[config.mk]
export PLATFORM = sky130hd
export DESIGN_NAME = rx_link_ctrl
export DESIGN_NICKNAME = d
export VERILOG_FILES = /design/src/rtl/rx_link_pkg.sv /design/src/rtl/rx_link_watchdog.sv /design/src/rtl/rx_link_ctrl.sv
export SDC_FILE = /design/constraint.sdc
export NUM_CORES = 1
export LEC_CHECK = 0
export ABC_AREA = 1
export BUFFER_PORTS_ARGS = -buffer_cell sky130_fd_sc_hd__buf_2
export CAP_MARGIN = 20
export CORE_ASPECT_RATIO = 1.25
export CORE_MARGIN = 4
export CORE_UTILIZATION = 30
export DETAILED_ROUTE_END_ITERATION = 8
export GPL_TIMING_DRIVEN = 0
export MAX_ROUTING_LAYER = met4
export PLACE_DENSITY = 0.47
export REMOVE_ABC_BUFFERS = 1
export SYNTH_ARGS = -nofsm -noshare
export SYNTH_HDL_FRONTEND = slang
export SYNTH_SLANG_ARGS = --single-unit
[constraint.sdc]
create_clock -name clk -period 2.2 [get_ports clk]
set_clock_uncertainty 0.15 [all_clocks]
set_input_delay 0.11 -clock clk [delete_from_list [all_inputs] [get_ports clk]]
set_output_delay 0.11 -clock clk [all_outputs]
set_load 0.05 [all_outputs]
[src/rtl/rx_link_pkg.sv]
// rx_link_pkg
//   Shared definitions for the per-channel Aurora RX link controller:
//   frame FSM state encoding and default header-detect constants.
package rx_link_pkg;

  typedef enum logic [1:0] {
    LINK_DOWN = 2'd0,
    HUNT      = 2'd1,
    PASS      = 2'd2,
    DROP      = 2'd3
  } link_state_t;

  localparam logic [31:0] HDR_MASK_DEF  = 32'hFFFF_0000;
  localparam logic [31:0] HDR_VALUE_DEF = 32'hA5A5_0000;

endpackage

[src/rtl/rx_link_watchdog.sv]
// rx_link_watchdog
//   Counts consecutive link-down cycles and, after WDOG_CYCLES-1 of them,
//   emits a lane reset pulse of exactly RST_PULSE cycles. The counter restarts
//   at each pulse, so a link that stays down is re-requested periodically.
//   A link coming up mid-pulse does not shorten the pulse.
// Ports:
//   clk          channel user clock
//   rst_n        asynchronous active-low reset
//   link_active  channel_up from the Aurora core
//   link_rst_o   lane reset request pulse
module rx_link_watchdog #(
  parameter int unsigned WDOG_CYCLES = 65536,
  parameter int unsigned RST_PULSE   = 8
) (
  input  logic clk,
  input  logic rst_n,
  input  logic link_active,
  output logic link_rst_o
);

  localparam int unsigned CW = $clog2(WDOG_CYCLES);
  localparam int unsigned PW = $clog2(RST_PULSE + 1);
  // The counter holds the number of down cycles already seen, so the cycle
  // that completes WDOG_CYCLES-1 of them is the one where it reads WDOG_CYCLES-2.
  localparam logic [CW-1:0] FIRE_AT = CW'(WDOG_CYCLES - 2);
  localparam logic [PW-1:0] PULSE_LEN = PW'(RST_PULSE);

  logic [CW-1:0] down_cnt;
  logic [PW-1:0] pulse_left;
  logic          fire;

  assign fire = !link_active && (down_cnt == FIRE_AT);

  always_ff @(posedge clk or negedge rst_n) begin
    if (!rst_n) begin
      down_cnt   <= '0;
      pulse_left <= '0;
    end else begin
      if (link_active || fire) begin
        down_cnt <= '0;
      end else begin
        down_cnt <= down_cnt + 1'b1;
      end

      if (fire) begin
        pulse_left <= PULSE_LEN;
      end else if (pulse_left != '0) begin
        pulse_left <= pulse_left - 1'b1;
      end
    end
  end

  assign link_rst_o = (pulse_left != '0);

endmodule

[src/rtl/rx_link_ctrl.sv]
// rx_link_ctrl
//   Per-channel receive controller between an Aurora local-link RX port and
//   its capture FIFO. STREAM mode (FRAMED=0) forwards every valid word;
//   FRAMED mode aligns to header words and bounds frame length. FIFO overflow
//   is accounted in a saturating drop counter and a sticky error flag.
// Ports:
//   clk, rst_n     channel user clock, async active-low reset
//   rx_d           received word
//   rx_src_rdy_n   active-low word valid
//   link_active    channel_up from the Aurora core
//   fifo_data_o    FIFO write data (registered)
//   fifo_wren_o    FIFO write enable (registered, one cycle after accept)
//   fifo_full_i    FIFO full
//   link_rst_o     lane reset request pulse from the watchdog
//   drop_cnt_o     words discarded, saturating
//   frame_cnt_o    frames completely written, wrapping
//   err_o          sticky overflow/overlength flag
module rx_link_ctrl
  import rx_link_pkg::*;
#(
  parameter int unsigned       WIDTH       = 32,
  parameter int unsigned       FRAMED      = 0,
  parameter logic [WIDTH-1:0]  HDR_MASK    = WIDTH'(HDR_MASK_DEF),
  parameter logic [WIDTH-1:0]  HDR_VALUE   = WIDTH'(HDR_VALUE_DEF),
  parameter int unsigned       MAX_WORDS   = 256,
  parameter int unsigned       WDOG_CYCLES = 65536,
  parameter int unsigned       RST_PULSE   = 8,
  parameter int unsigned       CNT_W       = 16
) (
  input  logic             clk,
  input  logic             rst_n,
  input  logic [WIDTH-1:0] rx_d,
  input  logic             rx_src_rdy_n,
  input  logic             link_active,
  output logic [WIDTH-1:0] fifo_data_o,
  output logic             fifo_wren_o,
  input  logic             fifo_full_i,
  output logic             link_rst_o,
  output logic [CNT_W-1:0] drop_cnt_o,
  output logic [CNT_W-1:0] frame_cnt_o,
  output logic             err_o
);

  localparam int unsigned   LW      = $clog2(MAX_WORDS + 1);
  localparam logic [LW-1:0] LEN_MAX = LW'(MAX_WORDS);
  localparam logic [LW-1:0] LEN_ONE = LW'(1);

  link_state_t   state, state_nx;
  logic [LW-1:0] len, len_nx;
  logic          valid, hdr;
  logic          wr_nx, drop_inc, frame_inc, err_set;

  assign valid = !rx_src_rdy_n && link_active;
  assign hdr   = ((rx_d & HDR_MASK) == HDR_VALUE);

  always_comb begin
    state_nx  = state;
    len_nx    = len;
    wr_nx     = 1'b0;
    drop_inc  = 1'b0;
    frame_inc = 1'b0;
    err_set   = 1'b0;

    if (!link_active) begin
      state_nx = LINK_DOWN;
    end else begin
      unique case (state)
        LINK_DOWN: begin
          state_nx = (FRAMED != 0) ? HUNT : PASS;
          len_nx   = '0;
        end

        HUNT: begin
          // A header found while the FIFO is full starts a frame that cannot
          // be stored; treat it like an overflow inside PASS.
          if (valid && hdr) begin
            if (fifo_full_i) begin
              drop_inc = 1'b1;
              err_set  = 1'b1;
              state_nx = DROP;
            end else begin
              wr_nx    = 1'b1;
              len_nx   = LEN_ONE;
              state_nx = PASS;
            end
          end
        end

        PASS: begin
          if (valid) begin
            if (FRAMED == 0) begin
              if (fifo_full_i) begin
                drop_inc = 1'b1;
                err_set  = 1'b1;
              end else begin
                wr_nx = 1'b1;
              end
            end else if (hdr) begin
              frame_inc = 1'b1;
              if (fifo_full_i) begin
                drop_inc = 1'b1;
                err_set  = 1'b1;
                state_nx = DROP;
              end else begin
                wr_nx  = 1'b1;
                len_nx = LEN_ONE;
              end
            end else if (len == LEN_MAX) begin
              drop_inc = 1'b1;
              err_set  = 1'b1;
              state_nx = HUNT;
            end else if (fifo_full_i) begin
              drop_inc = 1'b1;
              err_set  = 1'b1;
              state_nx = DROP;
            end else begin
              wr_nx  = 1'b1;
              len_nx = len + 1'b1;
            end
          end
        end

        DROP: begin
          if (valid) begin
            if (hdr && !fifo_full_i) begin
              wr_nx    = 1'b1;
              len_nx   = LEN_ONE;
              state_nx = PASS;
            end else begin
              drop_inc = 1'b1;
            end
          end
        end

        default: state_nx = LINK_DOWN;
      endcase
    end
  end

  always_ff @(posedge clk or negedge rst_n) begin
    if (!rst_n) begin
      state       <= LINK_DOWN;
      len         <= '0;
      fifo_wren_o <= 1'b0;
      fifo_data_o <= '0;
      drop_cnt_o  <= '0;
      frame_cnt_o <= '0;
      err_o       <= 1'b0;
    end else begin
      state       <= state_nx;
      len         <= len_nx;
      fifo_wren_o <= wr_nx;
      if (wr_nx) begin
        fifo_data_o <= rx_d;
      end
      if (drop_inc && (drop_cnt_o != '1)) begin
        drop_cnt_o <= drop_cnt_o + 1'b1;
      end
      if (frame_inc) begin
        frame_cnt_o <= frame_cnt_o + 1'b1;
      end
      if (err_set) begin
        err_o <= 1'b1;
      end
    end
  end

  rx_link_watchdog #(
    .WDOG_CYCLES (WDOG_CYCLES),
    .RST_PULSE   (RST_PULSE)
  ) u_wdog (
    .clk         (clk),
    .rst_n       (rst_n),
    .link_active (link_active),
    .link_rst_o  (link_rst_o)
  );

endmodule

==> metrics.yaml <==
status: "complete, no violations"
place_ws_ns: -0.303
drt_wl_total_um: 10300
p_per_area_nw_per_um2: 869
avgViaCountPerCell: 4.54
cts_buffers: 9
ff2ff_setup_slack_ns: 0.18
track_usage: 0.150
grt.overflow.total: 0
start_util: 0.305
fin_util: 0.402
ant_nets: 0
final.min_clock_period_ns: 2.02
core_um2: 12700
drive_above_1_share: 0.200
cts-root-buf: "clkbuf_16"
portBuffers: 87
clk_latency_ns: 0.33
critPathArrivalTime_ns: 2.10
yosysSeqAreaShare: 0.466
worst_path_most_repeated_cell: "nand2_1"
mappedNetlistArea_um2: 3860
yosysUniqueCellTypes: 31
path_buf_inv: 0
worst_path_dominant_cell_family: "simple AND/OR/NAND/NOR gates"
die_y_um: 135
diodes: 0
hold_class: "primary input to async pin"
die-area_um2: 14800
antenna_found_initial: 0
rsz0062_at_grt: "no"
final_nets: 651
tightest_slew_ns: 0.497
dp_hpwl_um: 6990
first_global_vias: 3450
cts_buffer_depth: 2
grt_pass1_wl_um: 16700
rows: 46
leakage_nw: 2.65
wl_per_cell_um: 13.3
crit_path_max_fanout: 17
area_delta_synth_final_pct: 31.7
crit_type: "flop to flop"
drt_iter0_drc: 137
required_ns: 2.27
hold_violations: 0
vdd_drop_max_mv: 0.310
start_kind: "flop"
synth_cells: 482
place.gp.congestion: 0.783
path_cells: "ha_1 -> nand2_2 -> nor2_2 -> nand3_1 -> nor3_2 -> nor2_4 -> nand2_4 -> nand2_1 -> nand2_1"
num_vias: 3529
final-instance-count-excl-fill: 778
worst_path_max_delay_cell: "dfrtp_1"
first_pass_iters: 4
final-max-slew-violation-count: 0
cts.clk_slew.worst_paths_ns: 0.06
dieWidth_um: 110
fillers: 1329
timing.fmax_ghz: 0.494
io_pins: 104
ys_seq_elements: 72
dp.cells: 724
multi_input_area_um2: 1800
h-tree-depth: 3
critical-path-max-stage-delay_ns: 0.44
seq_area_um2: 1800
post-route-drc-count: 0
finalWorstSetupSlack_ns: 0.176
grt_max_degree: 49
setup_viol: 0
ys.warnings.count: 0
relSlewSlack: 0.668
fin_crit_sh: 0.920
cap_violations: 0
cts_sinks: 72
avgSynthCellArea_um2: 8.02
worstSetupEndpointType: "flop"
cts_tree: "done"
[worst paths after layout]
path	start	to	cells past startpoint
max in group asynchronous	rst_n	u_wdog.down_cnt[8]$_DFF_PN0_	3
min in group clk	fifo_full_i	state[0]$_DFFE_PN0P_	5
worst min register to register	fifo_data_o[27]$_DFFE_PN0P_	fifo_data_o[27]$_DFFE_PN0P_	2
worst max register to register	drop_cnt_o[0]$_DFFE_PN0P_	drop_cnt_o[11]$_DFFE_PN0P_	9
worst min-delay path	rst_n	fifo_data_o[20]$_DFFE_PN0P_	2
worst max-delay path	drop_cnt_o[0]$_DFFE_PN0P_	drop_cnt_o[11]$_DFFE_PN0P_	9
[per-stage QoR]
| stage | power [mW] | hold slack [ns] | instance area, um^2 | TNS (ns) |
|---|---|---|---|---|
| finish | 4.42 | 0.0792 | 5090 | 0 |
| global route | 4.65 | 0.118 | 5090 | 0 |
| CTS | 4.49 | 0.0761 | 5030 | 0 |
| detailed placement | 2.91 | -0.0964 | 4370 | -9.31 |
| global placement | 2.88 | 0.191 | 4340 | -8.66 |
| floorplan | 2.56 | -0.336 | 3700 | 0 |
[per-layer routing]
layer | vias to the layer above | global-route usage | part of all wire
met3 | 18 | 0.0325 | 0.042
met1 | 1677 | 0.177 | 0.43
met5 | - | - | 0
met4 | 0 | 0.0617 | 0.025
met2 | 74 | 0.246 | 0.51
li1 | 1760 | - | -
[synthesized netlist by cell type]
| library cell | instances | area share |
|---|---|---|
| nand2_1 | 143 | 0.14 |
| nand3_1 | 73 | 0.095 |
| dfrtp_1 | 72 | 0.47 |
| nor2_1 | 43 | 0.042 |
| inv_1 | 41 | 0.040 |
| buf_4 | 21 | 0.041 |
| xor2_1 | 13 | 0.029 |
| nor3_1 | 12 | 0.016 |
| ha_1 | 9 | 0.029 |
| nand4_1 | 8 | 0.013 |
| a21oi_1 | 6 | 0.0078 |
| nor3b_1 | 5 | 0.0097 |
| xnor2_1 | 5 | 0.011 |
| buf_2 | 4 | 0.0052 |
| buf_6 | 4 | 0.012 |
| nor2_4 | 3 | 0.0087 |
| o21ai_0 | 3 | 0.0039 |
| inv_2 | 2 | 0.0019 |
| nand2_2 | 2 | 0.0032 |
| nand2_4 | 2 | 0.0058 |
| a21o_1 | 1 | 0.0019 |
| a31oi_1 | 1 | 0.0016 |
| conb_1 | 1 | 0.00097 |
| mux2i_1 | 1 | 0.0026 |
| nand3_2 | 1 | 0.0026 |
| nand3b_1 | 1 | 0.0019 |
| nor2_2 | 1 | 0.0016 |
| nor3_2 | 1 | 0.0026 |
| o21a_1 | 1 | 0.0019 |
| o22ai_1 | 1 | 0.0016 |
| or2_4 | 1 | 0.0023 |
[where the power goes]
group	total, mW	internal (mW)	switching, mW	leakage [nW]
sequential	1.63	1.52	0.110	0.958
combinational	1.30	0.330	0.975	1.55
clock	1.49	0.937	0.552	0.150
total	4.42	2.79	1.64	2.65
[kinds of logic after synthesis]
group / after synthesis / share of synthesized area
muxes: 1 / 0.00259
buffers and inverters: 72 / 0.0994
adders and majority gates: 9 / 0.0291
xor gates and xnor gates: 18 / 0.0408
AOI/OAI and AO/OA: 13 / 0.0188
and+or+nand+nor: 296 / 0.342
other: 1 / 0.000970
DFF: 72 / 0.466
[placed cells by master, fill, tap and decap left out, drive strengths merged, types with 2 or more instances in the layout]
cell / n
dlygate4sd3: 34
o21ai: 3
xnor2: 5
nor3b: 5
ha: 9
xor2: 13
nand3: 74
clkbuf: 13
nand4: 8
inv: 43
clkinv: 2
conb: 16
nor3: 13
a21oi: 6
dfrtp: 72
buf: 90
nor2: 48
nand2: 148
[state kept, by name, indices dropped and copies added (netlist names)]
register and flops:
u_wdog.down_cnt 16, err_o 1, u_wdog.pulse_left 4, state 2
fifo_data_o 32, drop_cnt_o 16, fifo_wren_o 1
[area by class of cell]
cell class	instances	area share
clock inverter	3	0.00787
multi-input combinational	355	0.353
timing repair buffer	124	0.161
sequential	72	0.354
inverter	43	0.0317
clock buffer	13	0.0511
tap	168	0.0413
[timing repair]
action | 4_1_cts | 5_1_grt
pin swaps | 1 | 2
resized for setup | 1 | 7
setup endpoints to repair | 33 | 50
endpoints found under the hold margin | 106 | 0
hold buffers | 34 | 0
buffers inserted | 1 | 1
gates cloned | 1 | 1
Note: power is estimated with default switching activity, not from simulation.
